### src/rtl/dmem_arbiter_if.sv
// Bundle of the core, debug and memory-side signals around the data-memory arbiter.
// The slave modport is the arbiter's view; the master modport is the requesters' and memory's view.
interface dmem_arbiter_if #(
    parameter int unsigned ADDR_W = 32,
    parameter int unsigned DATA_W = 32
);
    logic              c_req;
    logic              c_we;
    logic [2:0]        c_funct3;
    logic [ADDR_W-1:0] c_addr;
    logic [DATA_W-1:0] c_wdata;
    logic              c_gnt;
    logic              c_rvalid;
    logic [DATA_W-1:0] c_rdata;

    logic              d_req;
    logic              d_we;
    logic [2:0]        d_funct3;
    logic [ADDR_W-1:0] d_addr;
    logic [DATA_W-1:0] d_wdata;
    logic              d_gnt;
    logic              d_rvalid;
    logic [DATA_W-1:0] d_rdata;

    logic              m_read;
    logic              m_write;
    logic [2:0]        m_funct3;
    logic [ADDR_W-1:0] m_addr;
    logic [DATA_W-1:0] m_wdata;
    logic [DATA_W-1:0] m_rdata;

    logic              stall;

    modport slave (
        input  c_req, c_we, c_funct3, c_addr, c_wdata,
        output c_gnt, c_rvalid, c_rdata,
        input  d_req, d_we, d_funct3, d_addr, d_wdata,
        output d_gnt, d_rvalid, d_rdata,
        output m_read, m_write, m_funct3, m_addr, m_wdata,
        input  m_rdata,
        output stall
    );

    modport master (
        output c_req, c_we, c_funct3, c_addr, c_wdata,
        input  c_gnt, c_rvalid, c_rdata,
        output d_req, d_we, d_funct3, d_addr, d_wdata,
        input  d_gnt, d_rvalid, d_rdata,
        input  m_read, m_write, m_funct3, m_addr, m_wdata,
        output m_rdata,
        input  stall
    );
endinterface

### src/rtl/dmem_arbiter.sv
// Round-robin arbiter sharing one fixed-latency data-memory port between the core and the debug loader.
// Each access runs IDLE -> ACCESS (MEM_LAT cycles) -> DONE; read data is steered to the owner's register.
module dmem_arbiter #(
    parameter int unsigned ADDR_W  = 32,
    parameter int unsigned DATA_W  = 32,
    parameter int unsigned MEM_LAT = 2
) (
    input  logic           clk,
    input  logic           rst,
    dmem_arbiter_if.slave  bus
);
    localparam int unsigned CNT_W = 4;
    localparam logic [CNT_W-1:0] CNT_LOAD = CNT_W'(MEM_LAT - 1);

    typedef enum logic [1:0] {
        IDLE   = 2'd0,
        ACCESS = 2'd1,
        DONE   = 2'd2
    } state_t;

    typedef enum logic {
        OWN_CORE  = 1'b0,
        OWN_DEBUG = 1'b1
    } owner_t;

    typedef struct packed {
        logic              we;
        logic [2:0]        funct3;
        logic [ADDR_W-1:0] addr;
        logic [DATA_W-1:0] wdata;
    } req_t;

    state_t            state_q, state_d;
    logic [CNT_W-1:0]  cnt_q, cnt_d;
    owner_t            owner_q, owner_d;
    owner_t            last_owner_q, last_owner_d;
    req_t              req_q, req_d;

    logic              c_gnt_q, c_gnt_d;
    logic              d_gnt_q, d_gnt_d;
    logic              c_rvalid_q, c_rvalid_d;
    logic              d_rvalid_q, d_rvalid_d;
    logic              m_read_q, m_read_d;
    logic              m_write_q, m_write_d;
    logic [DATA_W-1:0] c_rdata_q, c_rdata_d;
    logic [DATA_W-1:0] d_rdata_q, d_rdata_d;

    req_t              c_fields;
    req_t              d_fields;
    owner_t            winner;
    logic              any_req;

    // Winner selection: a lone requester wins; on a tie the one that did not go last wins.
    always_comb begin : winner_sel
        c_fields = {bus.c_we, bus.c_funct3, bus.c_addr, bus.c_wdata};
        d_fields = {bus.d_we, bus.d_funct3, bus.d_addr, bus.d_wdata};
        any_req  = bus.c_req | bus.d_req;
        if (bus.c_req && bus.d_req) begin
            winner = (last_owner_q == OWN_CORE) ? OWN_DEBUG : OWN_CORE;
        end else if (bus.d_req) begin
            winner = OWN_DEBUG;
        end else begin
            winner = OWN_CORE;
        end
    end

    // Next state plus the next value of every registered strobe.
    always_comb begin : fsm_next
        state_d      = state_q;
        cnt_d        = cnt_q;
        owner_d      = owner_q;
        last_owner_d = last_owner_q;
        req_d        = req_q;
        c_rdata_d    = c_rdata_q;
        d_rdata_d    = d_rdata_q;
        c_gnt_d      = 1'b0;
        d_gnt_d      = 1'b0;
        c_rvalid_d   = 1'b0;
        d_rvalid_d   = 1'b0;
        m_read_d     = 1'b0;
        m_write_d    = 1'b0;

        unique case (state_q)
            IDLE: begin
                if (any_req) begin
                    state_d      = ACCESS;
                    owner_d      = winner;
                    last_owner_d = winner;
                    req_d        = (winner == OWN_DEBUG) ? d_fields : c_fields;
                    cnt_d        = CNT_LOAD;
                    c_gnt_d      = (winner == OWN_CORE);
                    d_gnt_d      = (winner == OWN_DEBUG);
                    m_read_d     = ~req_d.we;
                    m_write_d    = req_d.we;
                end
            end
            ACCESS: begin
                if (cnt_q == '0) begin
                    state_d = DONE;
                    if (!req_q.we) begin
                        if (owner_q == OWN_CORE) begin
                            c_rdata_d = bus.m_rdata;
                        end else begin
                            d_rdata_d = bus.m_rdata;
                        end
                    end
                    c_rvalid_d = (owner_q == OWN_CORE);
                    d_rvalid_d = (owner_q == OWN_DEBUG);
                end else begin
                    cnt_d    = cnt_q - 1'b1;
                    m_read_d = ~req_q.we;
                end
            end
            DONE: begin
                state_d = IDLE;
            end
            default: begin
                state_d = IDLE;
            end
        endcase
    end

    // State and output registers; reset abandons any access in flight.
    always_ff @(posedge clk or posedge rst) begin
        if (rst) begin
            state_q      <= IDLE;
            cnt_q        <= '0;
            owner_q      <= OWN_CORE;
            last_owner_q <= OWN_DEBUG;
            req_q        <= '0;
            c_gnt_q      <= 1'b0;
            d_gnt_q      <= 1'b0;
            c_rvalid_q   <= 1'b0;
            d_rvalid_q   <= 1'b0;
            m_read_q     <= 1'b0;
            m_write_q    <= 1'b0;
            c_rdata_q    <= '0;
            d_rdata_q    <= '0;
        end else begin
            state_q      <= state_d;
            cnt_q        <= cnt_d;
            owner_q      <= owner_d;
            last_owner_q <= last_owner_d;
            req_q        <= req_d;
            c_gnt_q      <= c_gnt_d;
            d_gnt_q      <= d_gnt_d;
            c_rvalid_q   <= c_rvalid_d;
            d_rvalid_q   <= d_rvalid_d;
            m_read_q     <= m_read_d;
            m_write_q    <= m_write_d;
            c_rdata_q    <= c_rdata_d;
            d_rdata_q    <= d_rdata_d;
        end
    end

    assign bus.c_gnt    = c_gnt_q;
    assign bus.d_gnt    = d_gnt_q;
    assign bus.c_rvalid = c_rvalid_q;
    assign bus.d_rvalid = d_rvalid_q;
    assign bus.c_rdata  = c_rdata_q;
    assign bus.d_rdata  = d_rdata_q;
    assign bus.m_read   = m_read_q;
    assign bus.m_write  = m_write_q;
    // Address/size/data come straight from the latched request, so they hold between accesses.
    assign bus.m_funct3 = req_q.funct3;
    assign bus.m_addr   = req_q.addr;
    assign bus.m_wdata  = req_q.wdata;
    // Low in the rvalid cycle so the core advances on that edge.
    assign bus.stall    = bus.c_req & ~c_rvalid_q;

endmodule

### src/flat_wrapper.sv
// flat-port wrapper written by rule: the top's interface ports become plain ports
module dmem_arbiter_flat 
#(
    parameter int unsigned ADDR_W  = 32,
    parameter int unsigned DATA_W  = 32,
    parameter int unsigned MEM_LAT = 2
)
  (clk, rst, bus_c_req, bus_c_we, bus_c_funct3, bus_c_addr, bus_c_wdata, bus_c_gnt, bus_c_rvalid, bus_c_rdata, bus_d_req, bus_d_we, bus_d_funct3, bus_d_addr, bus_d_wdata, bus_d_gnt, bus_d_rvalid, bus_d_rdata, bus_m_read, bus_m_write, bus_m_funct3, bus_m_addr, bus_m_wdata, bus_m_rdata, bus_stall);
  dmem_arbiter_if #(.ADDR_W(ADDR_W), .DATA_W(DATA_W)) bus_i ();
  input  logic clk;
  input  logic rst;
  input wire logic [$bits(bus_i.c_req)-1:0] bus_c_req;
  input wire logic [$bits(bus_i.c_we)-1:0] bus_c_we;
  input wire logic [$bits(bus_i.c_funct3)-1:0] bus_c_funct3;
  input wire logic [$bits(bus_i.c_addr)-1:0] bus_c_addr;
  input wire logic [$bits(bus_i.c_wdata)-1:0] bus_c_wdata;
  output wire logic [$bits(bus_i.c_gnt)-1:0] bus_c_gnt;
  output wire logic [$bits(bus_i.c_rvalid)-1:0] bus_c_rvalid;
  output wire logic [$bits(bus_i.c_rdata)-1:0] bus_c_rdata;
  input wire logic [$bits(bus_i.d_req)-1:0] bus_d_req;
  input wire logic [$bits(bus_i.d_we)-1:0] bus_d_we;
  input wire logic [$bits(bus_i.d_funct3)-1:0] bus_d_funct3;
  input wire logic [$bits(bus_i.d_addr)-1:0] bus_d_addr;
  input wire logic [$bits(bus_i.d_wdata)-1:0] bus_d_wdata;
  output wire logic [$bits(bus_i.d_gnt)-1:0] bus_d_gnt;
  output wire logic [$bits(bus_i.d_rvalid)-1:0] bus_d_rvalid;
  output wire logic [$bits(bus_i.d_rdata)-1:0] bus_d_rdata;
  output wire logic [$bits(bus_i.m_read)-1:0] bus_m_read;
  output wire logic [$bits(bus_i.m_write)-1:0] bus_m_write;
  output wire logic [$bits(bus_i.m_funct3)-1:0] bus_m_funct3;
  output wire logic [$bits(bus_i.m_addr)-1:0] bus_m_addr;
  output wire logic [$bits(bus_i.m_wdata)-1:0] bus_m_wdata;
  input wire logic [$bits(bus_i.m_rdata)-1:0] bus_m_rdata;
  output wire logic [$bits(bus_i.stall)-1:0] bus_stall;
  assign bus_i.c_req = bus_c_req;
  assign bus_i.c_we = bus_c_we;
  assign bus_i.c_funct3 = bus_c_funct3;
  assign bus_i.c_addr = bus_c_addr;
  assign bus_i.c_wdata = bus_c_wdata;
  assign bus_c_gnt = bus_i.c_gnt;
  assign bus_c_rvalid = bus_i.c_rvalid;
  assign bus_c_rdata = bus_i.c_rdata;
  assign bus_i.d_req = bus_d_req;
  assign bus_i.d_we = bus_d_we;
  assign bus_i.d_funct3 = bus_d_funct3;
  assign bus_i.d_addr = bus_d_addr;
  assign bus_i.d_wdata = bus_d_wdata;
  assign bus_d_gnt = bus_i.d_gnt;
  assign bus_d_rvalid = bus_i.d_rvalid;
  assign bus_d_rdata = bus_i.d_rdata;
  assign bus_m_read = bus_i.m_read;
  assign bus_m_write = bus_i.m_write;
  assign bus_m_funct3 = bus_i.m_funct3;
  assign bus_m_addr = bus_i.m_addr;
  assign bus_m_wdata = bus_i.m_wdata;
  assign bus_i.m_rdata = bus_m_rdata;
  assign bus_stall = bus_i.stall;
  dmem_arbiter #(.ADDR_W(ADDR_W), .DATA_W(DATA_W), .MEM_LAT(MEM_LAT)) u_core (.clk(clk), .rst(rst), .bus(bus_i));
endmodule
### config.mk
export PLATFORM = sky130hd
export DESIGN_NAME = dmem_arbiter_flat
export DESIGN_NICKNAME = d
export VERILOG_FILES = /design/src/rtl/dmem_arbiter_if.sv /design/src/rtl/dmem_arbiter.sv /design/src/flat_wrapper.sv
export SDC_FILE = /design/constraint.sdc
export NUM_CORES = 1
export LEC_CHECK = 0
export CAP_MARGIN = 20
export CORE_MARGIN = 4
export CORE_UTILIZATION = 42
export DETAILED_ROUTE_END_ITERATION = 8
export PLACE_DENSITY_LB_ADDON = 0.05
export SYNTH_ARGS = -nofsm -noshare
export SYNTH_HDL_FRONTEND = slang
export SYNTH_SLANG_ARGS = --single-unit
### constraint.sdc
create_clock -name clk -period 5.5 [get_ports clk]
set_input_delay 1.1 -clock clk [delete_from_list [all_inputs] [get_ports clk]]
set_output_delay 1.1 -clock clk [all_outputs]
set_load 0.02 [all_outputs]
**Yosys cells after proc, flatten, opt, wreduce, memory -nomap -nowiden**

Cells that the tools add are included.

- Reductions and logical operators: 9
- Multiply operators: 0
- Shift operators: 0
- Divide/modulo/power cells: 0
- Equality and inequality tests: 4
- Magnitude comparators: 0
- $add $sub $neg: 1
- Bitwise gates (word level): 7
- Multiplexer cells: 23

Operator list:

| cell | count |
|---|---|
| 68-bit two-way mux | 1 |
| 1-bit two-way mux | 15 |
| 4-bit two-way mux | 2 |
| 4-bit case mux with 2 select lines | 1 |
| 4-bit AND reduction | 2 |
| 1-bit NOT | 5 |
| 4-bit zero test | 1 |
| 2-bit two-way mux | 2 |
| 2-bit by 1-bit inequality test with 1-bit output, second input constant | 2 |
| 2-bit case mux with 2 select lines | 1 |
| 2-bit AND reduction | 2 |
| 4-bit by 1-bit subtractor with 4-bit output, second input constant | 1 |
| 3-bit AND reduction | 1 |
| 2-bit by 1-bit == test with 1-bit output, second input constant | 1 |
| 2-bit zero test | 1 |
| 2-bit inequality test, second input constant | 1 |
| 1-bit case mux with 2 select lines | 1 |
| 2-bit nonzero test | 1 |
| 1-bit bitwise AND | 1 |
| 1-bit logical AND | 1 |
| 1-bit bitwise OR | 1 |

- Bits in registers: 146
- Memory bits (read-only): 0
- Memories kept: 0
- Output and inout port bits: 138
- Bits of input ports: 172
- Word-level logic and storage cells: 60
- Memory bits (writable): 0
- Latch bits: 0

**Logic depth before layout (Yosys ltp)**

- Depth after elaboration: 6
- Gate-level depth with buffers: 6
- Mapped depth without buffers: 5

**Worst setup path after synthesis**

No wires, ideal clock.

- Path type: input to output
- Start: input port bus_c_req
- End: output port bus_stall
- Arrival time: 1.427 ns
- Cell stages on the path: 1
- Slack: 2.973 ns
- Cell sequence: nor2b_1

- Word-level cells in the longest chain between the ends: 1

Ends and longest elaborated chain:

| element | RTL line | RTL |
|---|---|---|
| start, declared | flat_wrapper.sv:12 | `input wire logic [$bits(bus_i.c_req)-1:0] bus_c_req;` |
| 1-bit bitwise AND | dmem_arbiter.sv:169 | `assign bus.stall = bus.c_req & ~c_rvalid_q;` |
| end, declared | flat_wrapper.sv:34 | `output wire logic [$bits(bus_i.stall)-1:0] bus_stall;` |

No other way between the ends.

**Worst setup path in the final report**

Ends and elaborated chain as after synthesis.

==> results summary <==
The count of nets left with antenna violations after detail routing came out at 0. The part of the cycle the worst path needs came out at 0.656. The final critical path time including I/O delays and setup is 3.61 ns. The post-route non-filler standard cell count came out at 1018. The global-route wire length before repair came out at 29.2 mm. IR analysis of the VDD net gives a maximum drop of 0.000350 V. CTS saw 146 sinks. Summed over all instances, the cell type with the most area after synthesis is dfrtp_1. The largest delay contributor family on the critical path is buffers and inverters. The area share of the largest cell type after synthesis is 0.526. Buffers inserted during clock tree synthesis total 17. The worst setup path is captured at an output pin. The synthesis warning total is 0. The analysis attributes to net switching a power of 2.17 mW. The via count of the first global-routing pass is 5495. Of the total power, combinational logic draws 0.481.

The fraction of layout cells with a size suffix above 1 came out at 0.130. The actual slew at the worst max-slew pin came out at 0.871 ns. The average routed wire per standard cell came out at 18.7 um. The row count is 46. Leaving out fill and tap cells, the most frequent cell in the layout is clkdlybuf4s50_1. TritonCTS built the clock tree. Based on the critical path, the design can be clocked at up to 277 MHz. The HPWL after detailed placement is 13.7 mm. The worst setup path is launched from an input pin. Walking the worst path, the cells encountered are clkdlybuf4s50_1 -> nor2b_1 -> clkdlybuf4s50_1. The net switching fraction of the power came out at 0.356. The sequential element share of the synthesized area came out at 0.530. The number of detailed-route iterations in the first pass is 4. Setup repair after global routing left no endpoint under its margin. The final setup violation count came out at 0.

The critical path is of the input pin to output pin type. The number of nets handed over by synthesis was 732. The number of port buffers came out at 309. On the worst path, the slowest cell contributes a delay of 0.62 ns.

The CTS clock-pin slew for the worst setup and hold paths came out at 0.06 ns. The total I/O pin count is 310. The biggest fanout along the worst timing path is 5. Together, buffers and inverters on the worst path number 2. In the routed layout, each cell is associated on average with a via count of 4.91. The via count is 4995.

The post-layout net count is 962. Data arrives at the worst endpoint at 2.51 ns. The die outline area is 18500 sq um. The effective utilization at floorplan is 0.431. The static leakage is 4.55 nW.

The final count of hold timing violations is 0. The initial antenna violation count came to 0. The CTS H-tree depth came out at 4. The standard cell core area is 16000 sq um. The internal power component is 3.91 mW. After the first detailed-routing iteration, the DRC count stood at 179. The die outline width came out at 136 um. After clock tree synthesis, the setup repair step added 0 buffers.

The share of total power in sequential cells came out at 0.312. The number of gates resized after CTS came out at 0. The path class of the tightest hold or removal check is flip-flop to flip-flop. The routability congestion estimate from global placement is 0.763. In the final timing run, aggregate negative setup slack is 0 ns. For the final database, setup skew stands at 0.00839 ns. In this run, synthesis produced a sequential element count of 146.

The slowest stage of the critical path is the clkdlybuf4s50_1 cell. The final routed DRC violation total came out at 0. The post-route total power is 6.08 mW.

The layout overhead on the synthesized area came out at 49.6%. The distinct cell type count after synthesis is 40. The worst pin sits at a relative slew slack of 0.419. The number of max-slew violations in the final report is 0. Leaving out fill and tap cells, the most frequent cells in the layout are clkdlybuf4s50_1 (309), dfrtp_1 (145), o21ai_0 (132). In this run the clock root is driven by a clkbuf_16. The synthesized area came out at 6900 sq um. The floorplan step set the die height to 136 um. The flow ran to the end, and the final reports show no timing, DRC or antenna violations.

Global routing finished with a remaining overflow of 0. The total instance count after detailed placement came out at 983. The global-route total usage across every layer came out at 0.202.

The clock network fraction of total power is 0.208. Yosys attributes the largest share of cell area to dfrtp_1 (53%), mux2i_1 (9.9%), o21ai_0 (9.6%), mux2_4 (8.7%), buf_4 (7.4%). The maximum number of buffers from clock root to sink came out at 2.

Summed over all layers, the routed wires come to 19.0 mm. The post-synthesis area per instance came out at 12.3 sq um. The power per cell area came out at 589 nW/um^2. The number of max-capacitance violations reported is 0.

The number of diodes added for antenna fixing came out at 0. In the synthesized netlist, the number of instances is 559. The clock latency at the later pin of the worst-skew pair is 0.42 ns. At the worst endpoint, the required time is 4.40 ns. In this run, post-CTS hold repair placed 0 buffers. Counting stages on the worst path, the most repeated cell is clkdlybuf4s50_1. The largest net degree at the start of global routing is 115.
-- Yosys cell counts (all sizes together) --
cell / number
a221o: 2
nand3b: 1
nand2b: 1
o21ai: 132
buf: 83
a21boi: 1
nand4: 1
or2: 2
mux2: 64
a21o: 4
nor4b: 2
nor3: 2
nand3: 2
nor4: 1
o221ai: 1
mux2i: 68
dfrtp: 145
a21bo: 1
dfstp: 1
a31o: 1
and3: 1
o31ai: 1
and2: 1
nor3b: 2
a211oi: 1
o311a: 1
nor2b: 2
ha: 1
nand2: 1
inv: 5
nor2: 6
and2b: 1
clkbuf: 21
-- cell type report --
type	instances	area (sq um)
well taps	216	270
flip-flops and latches	146	3650
clock inverters	13	208
clock buffers	19	443
repair buffers	315	3180
inverters	5	23.8
multi-input cells	304	2540
fillers	1276	5680
-- routing by layer --
metal | share of wire | global-route usage
met5 | 0 | 0
met4 | 0.014 | 0.0571
met1 | 0.38 | 0.231
met3 | 0.095 | 0.0744
met2 | 0.51 | 0.355
-- logic make-up (layout without fill, tap and decap cells) --
group	after synthesis	count (layout)	synth area share
simple gates	26	26	0.0274
mux	132	132	0.225
buf+inv	109	352	0.104
compound gates	145	145	0.112
fa+ha+maj	1	1	0.00181
flops	146	146	0.530
-- power by group through the flow --
stage          registers, mW  logic, mW  clock network [mW]
2_1_floorplan           2.17       1.58                   0
3_3_place_gp            1.88       2.87                   0
3_5_place_dp            1.90       2.93                   0
4_1_cts                 1.90       2.93                1.29
5_1_grt                 1.97       3.13                1.34
6_report                1.90       2.92                1.26
-- flip-flops by register name, summed over array words and instances (netlist names), 2 cells and up --
| signal | flops |
|---|---|
| u_core.bus.m_addr | 32 |
| u_core.cnt_q | 4 |
| u_core.bus.c_rdata | 32 |
| u_core.state_q | 2 |
| u_core.bus.d_rdata | 32 |
| u_core.bus.m_wdata | 32 |
| u_core.bus.m_funct3 | 3 |
-- final timing paths --
path                            slack (ns)                               from  cells past startpoint                            endpoint
worst max-delay path                  1.89                          bus_c_req                      3                           bus_stall
worst min-delay path                  0.49  u_core.bus.c_rdata[0]$_DFFE_PP0P_                      1   u_core.bus.c_rdata[0]$_DFFE_PP0P_
worst max register to register        2.82        u_core.cnt_q[0]$_DFFE_PP0P_                      5   u_core.bus.d_rdata[4]$_DFFE_PP0P_
worst min register to register        0.49  u_core.bus.c_rdata[0]$_DFFE_PP0P_                      1   u_core.bus.c_rdata[0]$_DFFE_PP0P_
max in group asynchronous             3.36                                rst                      4  u_core.bus.m_wdata[29]$_DFFE_PP0P_
min in group asynchronous             0.95                                rst                      2  u_core.bus.d_rdata[24]$_DFFE_PP0P_
-- metrics by stage --
| stage | hold slack, ns | setup WS (ns) | cell area (sq um) | utilization |
|---|---|---|---|---|
| finish | 0.493 | 1.89 | 10300 | 0.645 |
| global route | 0.522 | 1.84 | 10300 | 0.645 |
| CTS | 0.498 | 1.89 | 10300 | 0.641 |
| detailed placement | 0.480 | 1.74 | 9600 | 0.600 |
| global placement | 0.475 | 1.88 | 9600 | 0.600 |
| floorplan | 0.475 | 0.479 | 6900 | - |
(Power assumes the default switching activity.)
